==> src/rtl/block_assembler_if.sv <==
// Byte-in / block-out handshake bundle for block_assembler.
// slave: the assembler itself; master: the byte source plus the block consumer.
interface block_assembler_if;
    logic [7:0]   in_byte;
    logic         in_valid;
    logic         in_ready;
    logic         flush;
    logic [127:0] block_out;
    logic         block_valid;
    logic         block_ready;
    logic [4:0]   byte_count;

    modport master (
        output in_byte, in_valid, flush, block_ready,
        input  in_ready, block_out, block_valid, byte_count
    );

    modport slave (
        input  in_byte, in_valid, flush, block_ready,
        output in_ready, block_out, block_valid, byte_count
    );
endinterface

==> src/rtl/block_assembler.sv <==
// block_assembler: packs 16 handshaked bytes into a 128-bit block and holds it
// until the downstream serializer takes it. Byte k is stored in lane register k;
// LSB_FIRST only changes how lanes are mapped onto block_out.
// Optional feature macro: BLOCK_ASM_FLUSH_EN (flush closes a partial block and
// pads the unwritten lanes with PAD_BYTE). Without it, flush has no effect.
module block_assembler #(
    parameter bit         LSB_FIRST = 1'b1,
    parameter logic [7:0] PAD_BYTE  = 8'h00
) (
    input  logic              clock,
    input  logic              reset,
    block_assembler_if.slave  bus
);
    typedef enum logic {S_FILL = 1'b0, S_FULL = 1'b1} state_t;

    state_t       r_state;
    state_t       w_state_next;
    logic [4:0]   r_count;
    logic [4:0]   w_count_next;
    logic [7:0]   r_lanes     [16];
    logic [7:0]   w_lane_next [16];
    logic         w_in_ready;
    logic         w_block_valid;
    logic         w_in_fire;
    logic         w_out_fire;
    logic         w_flush_close;
    wire  [127:0] w_block_out;

    assign w_in_fire  = bus.in_valid & w_in_ready;
    assign w_out_fire = w_block_valid & bus.block_ready;

`ifdef BLOCK_ASM_FLUSH_EN
    // Close early only if the block would contain at least one real byte.
    assign w_flush_close = (r_state == S_FILL) & bus.flush & ((r_count != 5'd0) | w_in_fire);
`else
    // Port kept for a uniform interface; a block closes only on its 16th byte.
    assign w_flush_close = bus.flush & 1'b0;
`endif

    // State register.
    always_ff @(posedge clock) begin
        if (reset) begin
            r_state <= S_FILL;
        end else begin
            r_state <= w_state_next;
        end
    end

    // Next state: 16th byte or flush closes the block; out_fire reopens it.
    always_comb begin
        w_state_next = r_state;
        case (r_state)
            S_FILL: if (w_flush_close || (w_in_fire && (r_count == 5'd15))) w_state_next = S_FULL;
            S_FULL: if (w_out_fire) w_state_next = S_FILL;
            default: w_state_next = S_FILL;
        endcase
    end

    // Handshake outputs: while full, a new byte is only taken when the block leaves.
    always_comb begin
        w_in_ready    = 1'b1;
        w_block_valid = 1'b0;
        if (r_state == S_FULL) begin
            w_in_ready    = bus.block_ready;
            w_block_valid = 1'b1;
        end
    end

    // Fill count: frozen at 16 while full; restarts at 0 or 1 when the block leaves.
    always_comb begin
        w_count_next = r_count;
        if (r_state == S_FILL) begin
            if (w_flush_close) begin
                w_count_next = 5'd16;
            end else if (w_in_fire) begin
                w_count_next = r_count + 5'd1;
            end
        end else if (w_out_fire) begin
            w_count_next = w_in_fire ? 5'd1 : 5'd0;
        end
    end

    // Per-lane update and lane-to-output mapping.
    // In FULL an in_fire implies out_fire, so the new byte goes to lane 0 of a fresh block.
    genvar gi;
    generate
        for (gi = 0; gi < 16; gi++) begin : g_lane
            localparam logic [4:0] IDX = 5'(gi);
            localparam int         POS = LSB_FIRST ? gi : 15 - gi;
            wire w_take;

            assign w_take = w_in_fire & ((r_state == S_FILL) ? (r_count == IDX) : (IDX == 5'd0));

            assign w_lane_next[gi] =
                w_take                 ? bus.in_byte :
                (r_state == S_FILL)    ? ((w_flush_close && (r_count <= IDX)) ? PAD_BYTE : r_lanes[gi]) :
                w_out_fire             ? 8'h00 : r_lanes[gi];

            assign w_block_out[8*POS +: 8] = r_lanes[gi];
        end
    endgenerate

    // Datapath registers: reset discards any partial block.
    always_ff @(posedge clock) begin
        if (reset) begin
            r_count <= 5'd0;
            for (int k = 0; k < 16; k++) r_lanes[k] <= 8'h00;
        end else begin
            r_count <= w_count_next;
            for (int k = 0; k < 16; k++) r_lanes[k] <= w_lane_next[k];
        end
    end

    assign bus.in_ready    = w_in_ready;
    assign bus.block_valid = w_block_valid;
    assign bus.block_out   = w_block_out;
    assign bus.byte_count  = r_count;
endmodule

==> src/flat_wrapper.sv <==
// flat-port wrapper written by rule: the top's interface ports become plain ports
module block_assembler_flat 
#(
    parameter bit         LSB_FIRST = 1'b1,
    parameter logic [7:0] PAD_BYTE  = 8'h00
)
  (clock, reset, bus_in_byte, bus_in_valid, bus_flush, bus_block_ready, bus_in_ready, bus_block_out, bus_block_valid, bus_byte_count);
  block_assembler_if bus_i ();
  input  logic clock;
  input  logic reset;
  input wire logic [$bits(bus_i.in_byte)-1:0] bus_in_byte;
  input wire logic [$bits(bus_i.in_valid)-1:0] bus_in_valid;
  input wire logic [$bits(bus_i.flush)-1:0] bus_flush;
  input wire logic [$bits(bus_i.block_ready)-1:0] bus_block_ready;
  output wire logic [$bits(bus_i.in_ready)-1:0] bus_in_ready;
  output wire logic [$bits(bus_i.block_out)-1:0] bus_block_out;
  output wire logic [$bits(bus_i.block_valid)-1:0] bus_block_valid;
  output wire logic [$bits(bus_i.byte_count)-1:0] bus_byte_count;
  assign bus_i.in_byte = bus_in_byte;
  assign bus_i.in_valid = bus_in_valid;
  assign bus_i.flush = bus_flush;
  assign bus_i.block_ready = bus_block_ready;
  assign bus_in_ready = bus_i.in_ready;
  assign bus_block_out = bus_i.block_out;
  assign bus_block_valid = bus_i.block_valid;
  assign bus_byte_count = bus_i.byte_count;
  block_assembler #(.LSB_FIRST(LSB_FIRST), .PAD_BYTE(PAD_BYTE)) u_core (.clock(clock), .reset(reset), .bus(bus_i));
endmodule
==> config.mk <==
export PLATFORM = sky130hd
export DESIGN_NAME = block_assembler_flat
export DESIGN_NICKNAME = d
export VERILOG_FILES = /design/src/rtl/block_assembler_if.sv /design/src/rtl/block_assembler.sv /design/src/flat_wrapper.sv
export SDC_FILE = /design/constraint.sdc
export NUM_CORES = 1
export LEC_CHECK = 0
export BUFFER_PORTS_ARGS = -buffer_cell sky130_fd_sc_hd__buf_2
export CAP_MARGIN = 5
export CELL_PAD_IN_SITES_DETAIL_PLACEMENT = 1
export CELL_PAD_IN_SITES_GLOBAL_PLACEMENT = 1
export CORE_MARGIN = 2
export CORE_UTILIZATION = 39
export DETAILED_ROUTE_END_ITERATION = 12
export GPL_TIMING_DRIVEN = 0
export PLACE_DENSITY = 0.88
export SETUP_SLACK_MARGIN = 0.3
export SLEW_MARGIN = 5
export SYNTH_ARGS = -nofsm -noshare
export SYNTH_HDL_FRONTEND = slang
export SYNTH_SLANG_ARGS = --single-unit
==> constraint.sdc <==
create_clock -name clock -period 2.5 [get_ports clock]
set_clock_uncertainty 0.1 [all_clocks]
set_input_delay 0.375 -clock clock [delete_from_list [all_inputs] [get_ports clock]]
set_output_delay 0.375 -clock clock [all_outputs]
set_load 0.03 [all_outputs]
==> summary.txt, run 1 <==
Status
  – Status: completed

Critical path
  – Critical Path RT: 2750 ps
  – Reg2Reg Depth: 7
  – Max stage delay on crit path: 440 ps
  – Top cell by count, worst path: ha_1
  – Worst Setup Start Kind: flip-flop
  – Critical Path, Cell by Cell: ha_1 > and3_1 > ha_1 > and3b_1 > clkbuf_2 > nand2_1 > a21oi_1
  – Crit path DAT: ~2400 ps
  – CP delay by family, top: simple AND/OR/NAND/NOR gates
  – CP bufs+invs: 1
  – Worst path depth: 7
  – Crit path max fanout: 8
  – Endpoint class of the critical path: flip-flop
  – CP max stage cell: dfxtp_1
  – Crit Path Category: reg -> reg

CTS
  – Post-CTS Setup Bufs: 0
  – Clk sink count: 134
  – Clock buffer count from CTS: 17
  – TritonCTS clock tree: done
  – Clock Root Buffer: clkbuf_16
  – Htree depth: 4
  – # hold bufs at CTS: 0
  – Clk pin slew, worst setup/hold paths: about 60 ps
  – Clk buf depth: 2
  – Clock Latency Late Sink: 430 ps

Job
  – Max-Cap Viols: 0

Floorplan
  – Die X: between 100 and 150 µm
  – Die area: 15800 µm²
  – Initial core utilization: 0.399
  – Cell Rows: 44
  – Die height: 126 µm
  – Core ar.: 14500 µm²
  – Top Ports: 148

Power
  – VDD IR max: between 0.0004 and 0.0005 V
  – Internal: approximately 4000 µW
  – Share of power burned in registers: 0.418
  – Comb power frac: 0.067
  – P_sw: 1210 µW
  – Leakage: 0.00308 µW
  – Clk pwr share: 0.515
  – Sw Ratio: 0.233
  – PD cells: 705 nW/µm²

STA
  – Period utilization: 0.876
  – Setup violations, final: 0
  – RSZ-0062 raised after global routing: true
  – Slew HR: 0.423
  – Setup TNS Final: 0 ps
  – Final Max Tran Viols: 0
  – Minimum clock period: 2190 ps
  – Fmax: approximately 460 MHz
  – Slew @ Worst Pin: 865 ps
  – Number of hold violations in the final report: 0

Cells and area
  – Most common library cell in the layout ignoring fill and taps: buf_2
  – Finished Core Util: 0.509
  – Diode count: 0
  – Nets: 824
  – Share of cells above drive strength 1: 0.272
  – Final non-filler cell total: between 1000 and 1500
  – Commonest non-fill, non-tap cells in the layout: buf_2, dfxtp_1, a21oi_1, nand3_1, o211ai_1
  – Synthesis-to-layout area growth: 27.6%
  – Final Instance Area: 7370 µm²

Placed design
  – Dpl hpwl: 15100 µm
  – Placed Instance Area: 6730 µm²
  – Post-placement cell count: about 970
  – Routability congestion estimate: 0.871
  – I/O Buffers: 145

Detailed routing
  – Final ANT Viol Nets: 0
  – Routed met3 length: 1500 µm
  – Uppermost layer routed: met5
  – Met2 Routed Length: between 10000 and 15000 µm
  – Vias/cell: 6.01
  – Routed wire length: ~23000 µm
  – DRT met1 WL: about 9000 µm
  – Wirelength per Cell: 22.6 µm
  – DRC errors left: 0
  – DR vias: 6025
  – Initial drt markers: 513
  – Initial DRT Pass Iterations: 5

Synth
  – Syn_nets: 660
  – #FFs+latches synth: 134
  – Ys Warns: 0
  – Synth Instances: 642
  – Syn avg cell area: 9.00 µm²
  – Mapped cell area: 5780 µm²
  – Netlist cell types: 36
  – Sequential area share after synthesis: 0.464

GRT
  – Initial antenna violation count: 1
  – Tot GR Track Use: 0.281
  – Largest net degree at the start of global routing: 17
  – GRT overflow: 0
  – Vias in the first global route: between 6000 and 7000
  – First-pass GRT wire length: roughly 35000 µm

Min path
  – Hold WC Path Type: in -> reg
  – Hold Path Stages: 2
## worst register-to-register path, delay by kind of cell (launching register included)
kind	cells	cell delay, ps
buf+inv	1	240
fa+ha+maj	2	530
flops	1	440
compound gates	1	200
simple gates	3	610
## through the flow
| stage | total power (µW) | setup slack [ps] | hold slack [ps] |
|---|---|---|---|
| finish | 5200 | 310 | 115 |
| global placement | 2540 | 380 | 359 |
| global route | 5320 | 281 | 124 |
| floorplan | 2420 | 608 | 391 |
| detailed placement | 2550 | 326 | 369 |
| CTS | 5190 | 350 | 106 |
## power by group through the flow
stage / registers, µW / clock network [µW] / logic [µW]
2_1_floorplan: 2250 / 0 / 173
3_3_place_gp: 2220 / 0 / 326
3_5_place_dp: 2220 / 0 / 332
4_1_cts: 2170 / 2680 / 338
5_1_grt: 2170 / 2780 / 364
6_report: 2170 / 2680 / 348
## layout make-up
class	instances	area [µm²]
fill	1747	7100
sequential	134	2690
multi-input combinational	416	2710
inverter	5	18.8
tap	184	230
buffer	87	383
clock inverter	9	148
timing repair buffer	145	726
clock buffer	23	478
## kinds of logic (layout without fill, tap and decap cells)
| group | count (synthesis) | after routing | share of synthesized area |
|---|---|---|---|
| AOI/OAI and AO/OA | 194 | 194 | 0.211 |
| and+or+nand+nor | 184 | 184 | 0.189 |
| buffers and inverters | 92 | 269 | 0.0673 |
| adders and majority gates | 5 | 5 | 0.0108 |
| muxes | 33 | 33 | 0.0578 |
| DFF | 134 | 134 | 0.464 |
## cells in the mapped netlist
library cell    n  area, µm²
inv_1           5       18.8
nor2_1          3       11.3
a311oi_1        1       8.76
or3_1           1       6.26
nand4bb_1       3       33.8
o211ai_1       88        661
nor2_2          1       6.26
dfxtp_1       134       2680
and3b_1         1       8.76
nand3b_1       25        188
nor2b_1         3       18.8
a21oi_1        98        490
buf_2          26        130
or4b_4          1       13.8
ha_1            5       62.6
nand2_1        15       56.3
buf_1           2       7.51
nand3_1        97        485
nand4b_1        8       70.1
mux2i_1        32        320
buf_6           1       11.3
mux2i_2         1       13.8
and3_1          1       6.26
a221oi_1        1       8.76
and4bb_4        1       16.3
a31oi_1         1       6.26
or2_2           1       6.26
buf_4           1       7.51
a2111oi_0       1       8.76
and4bb_2        3       37.5
a22oi_1         2       15.0
clkbuf_1       57        214
a21oi_4         1       16.3
nand2b_1       19        119
and2_1          1       6.26
o21ai_0         1       5.00
## layer usage
metal  vias up  track usage
met5         -            0
met4         2        0.137
met3        69       0.0654
met2       263        0.463
met1      3012        0.345
li1       2679            -
## final timing paths
kind                                          startpoint                       end  slack, ps
worst max-delay path            u_core.bus.byte_count[1]     u_core.r_lanes[15][3]        310
worst min-delay path                     bus_block_ready  u_core.bus.byte_count[3]        120
worst max register to register  u_core.bus.byte_count[1]     u_core.r_lanes[15][3]        310
worst min register to register      u_core.r_lanes[0][6]      u_core.r_lanes[0][6]        380
## flip-flops by register name (all words and copies together), names as in the netlist
signal,cells
u_core.bus.byte_count,5
u_core.r_lanes,128
u_core.r_state,1
## repair_timing
| item | in CTS | in global routing |
|---|---|---|
| resized for setup | 4 | 14 |
| hold endpoints to repair | 0 | 0 |
| endpoints found under the setup margin | 12 | 62 |
| gates cloned | 0 | 0 |
| pin swaps | 0 | 0 |
(Power assumes the default switching activity.)
==> run 2, diff against run 1 <==
--- a/config.mk
+++ b/config.mk
@@ -10,10 +10,10 @@
 export CELL_PAD_IN_SITES_DETAIL_PLACEMENT = 1
 export CELL_PAD_IN_SITES_GLOBAL_PLACEMENT = 1
 export CORE_MARGIN = 2
-export CORE_UTILIZATION = 39
+export CORE_UTILIZATION = 42
 export DETAILED_ROUTE_END_ITERATION = 12
 export GPL_TIMING_DRIVEN = 0
-export PLACE_DENSITY = 0.88
+export PLACE_DENSITY = 0.93
 export SETUP_SLACK_MARGIN = 0.3
 export SLEW_MARGIN = 5
 export SYNTH_ARGS = -nofsm -noshare
==> constraint.sdc (replaced) <==
create_clock -name clock -period 2.55 [get_ports clock]
set_clock_uncertainty 0.1 [all_clocks]
set_input_delay 0.3825 -clock clock [delete_from_list [all_inputs] [get_ports clock]]
set_output_delay 0.3825 -clock clock [all_outputs]
set_load 0.03 [all_outputs]
==> summary.txt, run 2 (synthesis gave the netlist of run 1 again) <==
Critical path
  – CP bufs+invs: 3
  – Crit Path Category: reg -> reg
  – Worst Setup Start Kind: flip-flop
  – Crit path DAT: 2480 ps
  – CP delay by family, top: buffers and inverters
  – Crit path max fanout: 10
  – Critical Path, Cell by Cell: inv_1 > ha_1 > nand4bb_1 > clkbuf_1 > buf_1 > o211ai_1 > a21oi_1
  – CP max stage cell: buf_1
  – Critical Path RT: 2800 ps
  – Endpoint class of the critical path: flip-flop
  – Max stage delay on crit path: just over 500 ps

CTS
  – TritonCTS clock tree: done
  – Clock Root Buffer: clkbuf_16
  – Htree depth: 4
  – Clk pin slew, worst setup/hold paths: 60 ps
  – # hold bufs at CTS: 0
  – Clock Latency Late Sink: 430 ps
  – Clk sink count: 134
  – Post-CTS Setup Bufs: 0
  – Clk buf depth: 2
  – Clock buffer count from CTS: 17

Detailed routing
  – Wirelength per Cell: roughly 24 µm
  – DRC errors left: 0
  – Initial drt markers: between 700 and 800
  – DR vias: 6233
  – Final ANT Viol Nets: 0
  – Routed wire length: 23900 µm
  – Initial DRT Pass Iterations: 5
  – Vias/cell: 6.28

Placed design
  – Routability congestion estimate: 0.832
  – I/O Buffers: around 150
  – Placed Instance Area: 6720 µm²
  – DP Worst Slack: 417 ps
  – Dpl hpwl: about 15000 µm

Floorplan
  – Core ar.: 13300 µm²
  – Die area: between 10000 and 15000 µm²
  – Die height: 121 µm
  – Cell Rows: 42
  – Initial core utilization: 0.433
  – Top Ports: 148
  – Die X: between 100 and 150 µm

Cells and area
  – Synthesis-to-layout area growth: 25.8%
  – Nets: 824
  – Max reg flops: approximately 130
  – Diode count: 0
  – Share of cells above drive strength 1: 0.262
  – Reg with most FFs: u_core.r_lanes
  – Commonest non-fill, non-tap cells in the layout: buf_2, dfxtp_1, a21oi_1, nand3_1, o211ai_1
  – Final Instance Area: 7270 µm²
  – Most common library cell in the layout ignoring fill and taps: buf_2

STA
  – Slew HR: 0.431
  – Post-route setup slack: ~320 ps
  – Final hold slack: 138 ps
  – Slew @ Worst Pin: 854 ps
  – Final Max Tran Viols: 0
  – Fmax: approximately 450 MHz
  – Setup violations, final: 0
  – Number of hold violations in the final report: 0
  – Minimum clock period: 2230 ps
  – Period utilization: 0.875
  – RSZ-0062 raised after global routing: true
  – Setup TNS Final: 0 ps

Power
  – Comb power frac: 0.072
  – Leakage: around 0.0030 µW
  – Sw Ratio: 0.248
  – Internal: around 3600 µW
  – Clk pwr share: 0.483
  – PD cells: 659 nW/µm²
  – P_sw: around 1200 µW
  – VDD IR max: 0.000446 V
  – Share of power burned in registers: 0.444

GRT
  – Vias in the first global route: around 6400
  – Tot GR Track Use: 0.328
  – First-pass GRT wire length: 36500 µm
  – Initial antenna violation count: 0
  – Largest net degree at the start of global routing: 17
  – GRT overflow: 0

Job
  – Max-Cap Viols: 0

Min path
  – Hold WC Path Type: in -> reg

Status
  – Status: completed
## run 2: cell count changes in the layout (fill, tap and decap cells not counted), moves of 2 or more
cell,delta
bufinv_16,-3
clkbuf_1,+3
clkbuf_2,-2
clkinv_2,-2
dfxtp_1,+2
dfxtp_2,-2
## run 2: metal layers
| metal | vias up | global-route usage | part of all wire |
|---|---|---|---|
| li1 | 2683 | - | - |
| met1 | 3072 | 0.400 | 0.39 |
| met2 | 363 | 0.524 | 0.47 |
| met3 | 115 | 0.0719 | 0.080 |
| met4 | 0 | 0.203 | 0.057 |
| met5 | - | 0 | 0 |
## run 2: power by group through the flow
stage,clock network (µW),registers (µW),logic (µW)
after floorplan,0,2210,169
after global placement,0,2170,315
after detailed placement,0,2170,324
after CTS,2300,2130,335
after global routing,2400,2130,358
final,2310,2130,346
## run 2: timing repair
action                                  CTS  global route
endpoints found under the setup margin    2            22
gates cloned                              0             0
resized for setup                         2            13
## run 2: final timing paths
path | start | endpoint | slack [ps] | cells after the start
max | u_core.bus.byte_count[0] | u_core.r_lanes[14][3] | 320 | 7
min | bus_block_ready | u_core.bus.byte_count[3] | 140 | 2
max reg2reg | u_core.bus.byte_count[0] | u_core.r_lanes[14][3] | 320 | 7
min reg2reg | u_core.r_lanes[15][4] | u_core.r_lanes[15][4] | 370 | 2
## run 2: metrics by stage
step,instances,utilization,power [µW]
after floorplan,642,-,2380
after global placement,963,0.504,2490
after detailed placement,963,0.504,2500
after CTS,992,0.544,4770
after global routing,992,0.544,4890
final,992,0.544,4790
## run 2: final cells by class
type / count / area [µm²]
Fill cell: 1613 / 6080
Multi-Input combinational cell: 416 / 2710
Sequential cell: 134 / 2680
Timing Repair Buffer: 145 / 726
Clock buffer: 25 / 485
Buffer: 87 / 380
Tap cell: 176 / 220
Clock inverter: 4 / 47.5
Inverter: 5 / 18.8
==> run 3, diff against run 2 <==
--- a/config.mk
+++ b/config.mk
@@ -10,10 +10,10 @@
 export CELL_PAD_IN_SITES_DETAIL_PLACEMENT = 1
 export CELL_PAD_IN_SITES_GLOBAL_PLACEMENT = 1
 export CORE_MARGIN = 2
-export CORE_UTILIZATION = 42
+export CORE_UTILIZATION = 39
 export DETAILED_ROUTE_END_ITERATION = 12
 export GPL_TIMING_DRIVEN = 0
-export PLACE_DENSITY = 0.93
+export PLACE_DENSITY = 0.88
 export SETUP_SLACK_MARGIN = 0.3
 export SLEW_MARGIN = 5
 export SYNTH_ARGS = -nofsm -noshare
==> constraint.sdc (replaced) <==
create_clock -name clock -period 2.4 [get_ports clock]
set_clock_uncertainty 0.1 [all_clocks]
set_input_delay 0.36 -clock clock [delete_from_list [all_inputs] [get_ports clock]]
set_output_delay 0.36 -clock clock [all_outputs]
set_load 0.03 [all_outputs]
==> summary.txt, run 3 (synthesis gave the netlist of run 1 again) <==
Critical path
  – Crit path max fanout: 8
  – Endpoint class of the critical path: flip-flop
  – Worst Setup Start Kind: flip-flop
  – Crit Path Category: reg -> reg
  – Reg2Reg Depth: 7
  – Worst Setup SP: u_core.bus.byte_count[0]
  – Flop2flop setup slack: 360 ps
  – Crit path DAT: ~2300 ps
  – Reg-to-reg critical path endpoint: u_core.r_lanes[15][3]
  – Critical Path RT: 2650 ps
  – R2R Path Start: u_core.bus.byte_count[0]

Detailed routing
  – Vias/cell: 6.02
  – Final ANT Viol Nets: 0
  – Routed wire length: 22700 µm
  – Initial drt markers: 562
  – DRC errors left: 0
  – Wirelength per Cell: roughly 23 µm
  – DR vias: around 6000
  – Initial DRT Pass Iterations: 5

Power
  – PD cells: around 730 nW/µm²
  – VDD IR max: 0.000478 V
  – Leakage: 0.00310 µW
  – Total power: between 5000 and 6000 µW

Cells and area
  – Synthesis-to-layout area growth: 28.2%
  – Share of cells above drive strength 1: 0.279
  – Nets: 825
  – Most common library cell in the layout ignoring fill and taps: buf_2
  – Diode count: 0
  – Final non-filler cell total: 1004
  – Commonest non-fill, non-tap cells in the layout: buf_2, dfxtp_1, a21oi_1, nand3_1, o211ai_1
  – Reg with most FFs: u_core.r_lanes
  – Max reg flops: between 100 and 150
  – Fill count: between 1500 and 2000

Floorplan
  – Die X: approximately 130 µm
  – Core ar.: 14500 µm²
  – Die height: approximately 130 µm
  – Cell Rows: 44
  – Initial core utilization: 0.399
  – Top Ports: between 100 and 150
  – Die area: 15800 µm²

CTS
  – Clock Root Buffer: clkbuf_16
  – Clk pin slew, worst setup/hold paths: 60 ps
  – Htree depth: 4
  – TritonCTS clock tree: done
  – Clock buffer count from CTS: 17
  – Clk buf depth: 2
  – # hold bufs at CTS: 0
  – Clk sink count: between 100 and 150
  – Clock Latency Late Sink: 420 ps

STA
  – Setup TNS Final: 0 ps
  – Period utilization: 0.850
  – Setup violations, final: 0
  – Post-route setup slack: about 360 ps
  – Final hold slack: 104 ps
  – Minimum clock period: 2040 ps
  – Number of hold violations in the final report: 0
  – Fmax: around 490 MHz
  – Slew HR: 0.435
  – Slew @ Worst Pin: 848 ps
  – Final Max Tran Viols: 0
  – RSZ-0062 raised after global routing: false

GRT
  – Initial antenna violation count: 1
  – Tot GR Track Use: 0.281
  – First-pass GRT wire length: 34600 µm
  – Largest net degree at the start of global routing: 17
  – GRT overflow: 0
  – Vias in the first global route: 6166

Status
  – Status: completed

Min path
  – Hold WC Path Type: in -> reg
  – Hold Path Stages: 2
  – Hold Path Sink: u_core.bus.byte_count[3]
  – HP Start: bus_block_ready

Placed design
  – Post-placement cell count: 971
  – I/O Buffers: around 150
  – Routability congestion estimate: 0.871
  – DP Worst Slack: approximately 230 ps
  – Dpl hpwl: 15100 µm

Job
  – Max-Cap Viols: 0
-- run 3: worst max-delay path, cell delays in order (launching register included) --
cell     delay, ps
dfxtp_2        400
ha_2           250
and3_1         220
ha_1           210
and3b_1        250
buf_2          230
nand2_1        100
a21oi_1        200
-- run 3: layout make-up --
type	count	area (µm²)	share of cell area
buffer	87	392	0.0529
multi-input combinational	416	2710	0.366
tap	184	230	0.0311
inverter	5	18.8	0.00253
clock inverter	9	148	0.0199
sequential	134	2690	0.363
timing repair buffer	146	746	0.101
clock buffer	23	478	0.0645
-- run 3: how the worst max path moves through the flow --
stage / to
final: u_core.r_lanes[15][3]
after global routing: u_core.r_lanes[4][3]
after CTS: u_core.r_lanes[15][3]
after detailed placement: u_core.r_lanes[12][3]
after global placement: u_core.r_lanes[8][7]
after floorplan: u_core.r_lanes[8][7]
-- run 3: metrics by stage --
| step | utilization | area (µm²) |
|---|---|---|
| finish | 0.512 | 7410 |
| global route | 0.512 | 7410 |
| CTS | 0.509 | 7370 |
| detailed placement | 0.465 | 6730 |
| global placement | 0.465 | 6730 |
| floorplan | - | 5780 |
-- run 3: repair_timing --
item / 4_1_cts / 5_1_grt
endpoints found under the setup margin: 34 / 72
pin swaps: 0 / 1
buffers inserted: 0 / 1
resized for setup: 8 / 21
-- run 3: metal layers --
layer | up-vias | wire length, µm | GRT usage
li1 | 2681 | - | -
met1 | 2998 | 9220 | 0.345
met2 | 303 | 11000 | 0.463
met3 | 62 | 1570 | 0.0654
met4 | 2 | 850 | 0.137
met5 | - | 10 | 0
-- run 3: where the power goes --
group	internal (µW)	switching (µW)
logic	102	268
registers	2250	15.6
clock network	1810	976
total	4160	1260
